$ cat src/rtl/mux_demux_pkg.sv
// Shared lane-count, select type and round-robin helper for the mux/demux routing stages.
package mux_demux_pkg;

  localparam int unsigned NUM_LANES = 4;
  localparam int unsigned SEL_W     = 2;

  typedef logic [SEL_W-1:0] lane_sel_t;

  // First set bit of mask scanning base+1, base+2, ... (mod NUM_LANES); base itself ranks last.
  // Returns base when mask is empty.
  function automatic lane_sel_t rr_next(input logic [NUM_LANES-1:0] mask, input lane_sel_t base);
    lane_sel_t grant;
    lane_sel_t idx;
    grant = base;
    // Walk from lowest to highest priority so the highest-priority hit is written last.
    for (int k = NUM_LANES; k >= 1; k--) begin
      idx = base + SEL_W'(k);
      if (mask[idx]) grant = idx;
    end
    return grant;
  endfunction

endpackage

$ cat src/rtl/rr_pick_4.sv
// Combinational rotate-priority encoder: picks the next occupied lane after base.
module rr_pick_4
  import mux_demux_pkg::*;
(
  input  logic [NUM_LANES-1:0] mask,
  input  lane_sel_t            base,
  output lane_sel_t            grant,
  output logic                 any
);

  // Grant lane and occupancy flag.
  always_comb begin
    grant = rr_next(mask, base);
    any   = |mask;
  end

endmodule

$ cat src/rtl/rr_lane_sequencer_4.sv
// Per-lane 1-deep holding registers with round-robin grant onto the shared select.
module rr_lane_sequencer_4
  import mux_demux_pkg::*;
#(
  parameter int unsigned WIDTH = 2
) (
  input  logic                                clock,
  input  logic                                reset,
  input  logic [NUM_LANES-1:0]                in_valid,
  input  logic [NUM_LANES-1:0][WIDTH-1:0]     in_data,
  output logic [NUM_LANES-1:0]                in_ready,
  output logic [NUM_LANES-1:0][WIDTH-1:0]     inp,
  output lane_sel_t                           sel,
  output logic                                out_valid,
  input  logic                                out_ready
);

  logic [NUM_LANES-1:0]            full_q, full_d;
  logic [NUM_LANES-1:0][WIDTH-1:0] inp_q, inp_d;
  lane_sel_t                       sel_q, sel_d;
  lane_sel_t                       ptr_q, ptr_d;
  logic                            out_valid_q, out_valid_d;

  logic                            fire;
  logic [NUM_LANES-1:0]            drain;
  logic [NUM_LANES-1:0]            capture;
  logic [NUM_LANES-1:0]            full_nxt;
  lane_sel_t                       pick_grant;
  logic                            pick_any;

  // Occupancy after this edge: drain the fired lane, then captures override (refill wins).
  always_comb begin
    fire  = out_valid_q & out_ready;
    drain = '0;
    if (fire) drain[sel_q] = 1'b1;
    in_ready = reset ? '0 : (~full_q | drain);
    capture  = in_valid & in_ready;
    full_nxt = capture | (full_q & ~drain);
    full_d   = full_nxt;
    inp_d    = inp_q;
    for (int i = 0; i < NUM_LANES; i++) begin
      if (capture[i]) inp_d[i] = in_data[i];
    end
  end

  // Scan forward from the last granted lane so a refilled lane ranks behind all others.
  rr_pick_4 u_pick (
    .mask  (full_nxt),
    .base  (ptr_q),
    .grant (pick_grant),
    .any   (pick_any)
  );

  // Grant update only while the output slot is free or being consumed.
  always_comb begin
    out_valid_d = out_valid_q;
    sel_d       = sel_q;
    ptr_d       = ptr_q;
    if (~out_valid_q | out_ready) begin
      out_valid_d = pick_any;
      if (pick_any) begin
        sel_d = pick_grant;
        ptr_d = pick_grant;
      end
    end
  end

  // State registers; ptr resets to the last lane so the first scan starts at lane 0.
  always_ff @(posedge clock) begin
    if (reset) begin
      full_q      <= '0;
      inp_q       <= '0;
      sel_q       <= '0;
      ptr_q       <= lane_sel_t'(NUM_LANES - 1);
      out_valid_q <= 1'b0;
    end else begin
      full_q      <= full_d;
      inp_q       <= inp_d;
      sel_q       <= sel_d;
      ptr_q       <= ptr_d;
      out_valid_q <= out_valid_d;
    end
  end

  assign inp       = inp_q;
  assign sel       = sel_q;
  assign out_valid = out_valid_q;

endmodule

$ cat config.mk
export PLATFORM = sky130hd
export DESIGN_NAME = rr_lane_sequencer_4
export DESIGN_NICKNAME = d
export VERILOG_FILES = /design/src/rtl/mux_demux_pkg.sv /design/src/rtl/rr_pick_4.sv /design/src/rtl/rr_lane_sequencer_4.sv
export SDC_FILE = /design/constraint.sdc
export NUM_CORES = 1
export LEC_CHECK = 0
export BUFFER_PORTS_ARGS = -buffer_cell sky130_fd_sc_hd__buf_4
export CORE_MARGIN = 2
export CORE_UTILIZATION = 25
export DETAILED_ROUTE_END_ITERATION = 7
export RECOVER_POWER = 100
export SYNTH_ARGS = -nofsm -noshare
export SYNTH_HDL_FRONTEND = slang
export SYNTH_HIERARCHICAL = 1
export SYNTH_SLANG_ARGS = --single-unit
$ cat constraint.sdc
create_clock -name clock -period 2.8 [get_ports clock]
set_input_delay 0.42 -clock clock [delete_from_list [all_inputs] [get_ports clock]]
set_output_delay 0.42 -clock clock [all_outputs]
set_load 0.02 [all_outputs]
==> out/qor.csv <==
stage,metric,value,unit
status,outcome,"finished, final reports clean",
critical_path,crit_path_start_kind,flip-flop,
synth,synth.cells.most_frequent,"sky130_fd_sc_hd__dfxtp_1 (17), sky130_fd_sc_hd__a21oi_1 (12), sky130_fd_sc_hd__a31oi_1 (9), sky130_fd_sc_hd__nor3b_1 (9)",
die,chipWidth,67.5,um
clocking,cts_tree,yes,
hold_path,hold_path_end,inp[0],
clocking,clkLatencyLatePin,0.25,ns
critical_path,setup.reg_to_reg.worst_slack,0.68,ns
synth,ys_seq_area_share,33.8,%
critical_path,r2r_start,out_valid,
clocking,cts_repair_resize_count,0,
drt,detailed_route_vias_per_instance,5.13,
sta,setup_viol_count_final,0,
sta,worst_clock_skew,0.00483,ns
pwr,ir_drop,0.165,mV
sta,timing_worst_slew_pin_value,0.338,ns
clocking,cts_inserted_buffers,3,
grt,grt_antenna_before_repair,0,
sta,max_clock_freq,0.471,GHz
final_layout,finished_layout_cell_area,1220,um2
drt,detail_route.iter0.violations,31,
place,place_hpwl,1.83,mm
critical_path,setup.worst_path.end_class,flip-flop,
clocking,cts_hold_buffers,0,
final_layout,multi_input_area,587,um2
sta,post-route-min-period,2.12,ns
die,fp-row-count,23,
final_layout,register_area,340,um2
final_layout,layout_cell_share_with_drive_strength_beyond_1,13.8,%
synth,synth.largest_area_cell,sky130_fd_sc_hd__dfxtp_1,
sta,timing.final.hold_violations,0,
run,drv.max_cap_violation_count,0,
synth,proportion_of_register_bits_with_asynchronous_set_or_reset_after_synthesis,0,%
critical_path,critical_path_arrival,2.30,ns
final_layout,finish.utilization,31.0,%
critical_path,critPathSlowestCell,sky130_fd_sc_hd__or4_1,
synth,post_synth_num_cell_types,30,
pwr,static_leak,0.449,nW
pwr,pwr_cell_area,520,nW/um2
grt,grt_max_degree,43,
critical_path,cell_occurring_most_often_along_the_worst_timing_path,sky130_fd_sc_hd__o21ai_0,
die,core_region_area,3940,um2
drt,wl_per_cell,12.8,um
sta,fin_setup_tns,0,ns
clocking,post_cts.repair.setup_buffers,0,
synth,synth_seq_cells,17,
synth,synth_ff_type,sky130_fd_sc_hd__dfxtp_1,
hold_path,hold_depth,3,
sta,max_slew_margin,77.4,%
grt,first_pass_grt_wire_length,4.08,mm
sta,final_max_slew_viol_count,0,
critical_path,critical-path-max-stage-delay,0.60,ns
place,routabilityCongestion,0.759,
grt,grt_use_total,11.7,%
clocking,cts_max_level,1,
hold_path,hp_class,in -> reg,
synth,synth-warning-count,6,
die,initial_core_util,25.5,%
critical_path,cp_cell_sequence,and4bb_1 > nand2b_1 > o21ai_0 > or4_1 > inv_1 > o21ai_0 > a21oi_1,
final_layout,finish.net_count,161,
final_layout,n_fill_cell,419,
synth,most_common_cell_in_the_netlist,sky130_fd_sc_hd__dfxtp_1,
hold_path,hp-start,in_data[0],
synth,synth_enable_flop_cells,0,
drt,wl,2.49,mm
die,die_height,67.5,um
synth,synth_fp_nets,131,
critical_path,category_of_the_most_critical_setup_path,reg -> reg,
synth,yosys-top-cells-area,"sky130_fd_sc_hd__dfxtp_1 (34%), sky130_fd_sc_hd__nand4b_1 (7.0%), sky130_fd_sc_hd__o311ai_1 (7.0%), sky130_fd_sc_hd__nor3b_1 (6.7%), sky130_fd_sc_hd__a21oi_1 (6.0%)",
clocking,cts.reportedPaths.clkPinSlew,0.07,ns
place,pre_cts_ws,0.701,ns
critical_path,timing.critical_path.required,2.98,ns
die,ioPinCount,30,
synth,syn-instance-count,116,
drt,drt-pass1-iter-count,4,
clocking,cts_root_buf,sky130_fd_sc_hd__clkbuf_8,
sta,grt_setup_unrepaired,false,
grt,first_global_vias,925,
critical_path,worstPathMaxFanout,7,
final_layout,insertedDiodeCount,0,
place,place.port_buffers,29,
drt,drc_errors,0,
drt,detailroute.via_count,1001,
critical_path,r2r_end,sel[1],
synth,synth.avg_cell_area,8.68,um2
sta,finalWorstSetupSlack,0.677,ns
place,post_dp_cell_area,1260,um2
die,fp.dieArea,4550,um2
grt,gr-total-overflow,0,
synth,synthesis.area,1010,um2
clocking,numClockSinks,17,
critical_path,worst-r2r-cell-count,7,
synth,post-synth-top-area-fraction,33.8,%
final_layout,area_growth_from_synthesis_to_final_layout,21.4,%
clocking,ctsLongestPathBuffers,2,
sta,fin_crit_sh,75.8,%
drt,count_of_nets_left_with_antenna_violations_after_detail_routing,0,
==> final cells by class <==
cell class,instances,area share (%)
sequential,17,27.8
inverter,7,2.15
clock buffer,4,3.68
timing repair buffer,29,13.2
multi-input combinational,88,48.0
tap,50,5.12
==> worst max-delay path, delay by kind of cell, from the launching register on <==
family                 cells  cell delay [ns]
and+or+nand+nor            3             1.08
DFF                        1             0.42
AOI/OAI and AO/OA          3             0.41
buffers and inverters      1             0.14
==> power by group <==
| part | switching (mW) | internal, mW |
|---|---|---|
| Clock | 0.0815 | 0.101 |
| Sequential | 0.0273 | 0.266 |
| Combinational | 0.0918 | 0.0680 |
==> routing by layer <==
metal  track usage (%)  vias up  part of all wire [%]
met2              17.5       21                    49
met4              5.87        0                   1.4
met1              15.8      468                    45
met3              2.50        4                   4.7
met5                 0        -                     0
li1                  -      508                     -
==> kinds of logic after synthesis <==
family | count (synthesis) | share of synthesized area, %
AOI/OAI and AO/OA | 40 | 25.5
buffers and inverters | 11 | 4.97
DFF | 17 | 33.8
muxes | 1 | 1.49
and+or+nand+nor | 47 | 34.3
==> cell usage in the layout (no fill, tap or decap), drive strengths merged, types with 7 or more instances in the layout <==
master and n:
a21oi 13, nand2 8, a31oi 9, nand4b 10, clkbuf 19, inv 7
o311ai 8, buf 14, dfxtp 17, nor3b 9
==> metrics by stage <==
stage	instances	hold slack [ns]	power, mW
after global placement	191	0.490	0.478
after detailed placement	191	0.504	0.484
final	195	0.425	0.636
after floorplan	116	0.494	0.413
after CTS	195	0.420	0.672
after global routing	195	0.422	0.677
==> registers in the layout, indices dropped and copies added (netlist names) <==
signal,flops
full_q,4
sel,2
ptr_q,2
out_valid,1
inp,8
==> worst max path at each step <==
stage,endpoint,startpoint,depth (start not counted)
floorplan,sel[1],out_valid,7
global placement,sel[0],out_ready,8
detailed placement,sel[1],reset,7
CTS,sel[1],out_valid,7
global route,sel[0],sel[0],7
finish,sel[1],out_valid,7
Note: power is estimated with default switching activity, not from simulation.
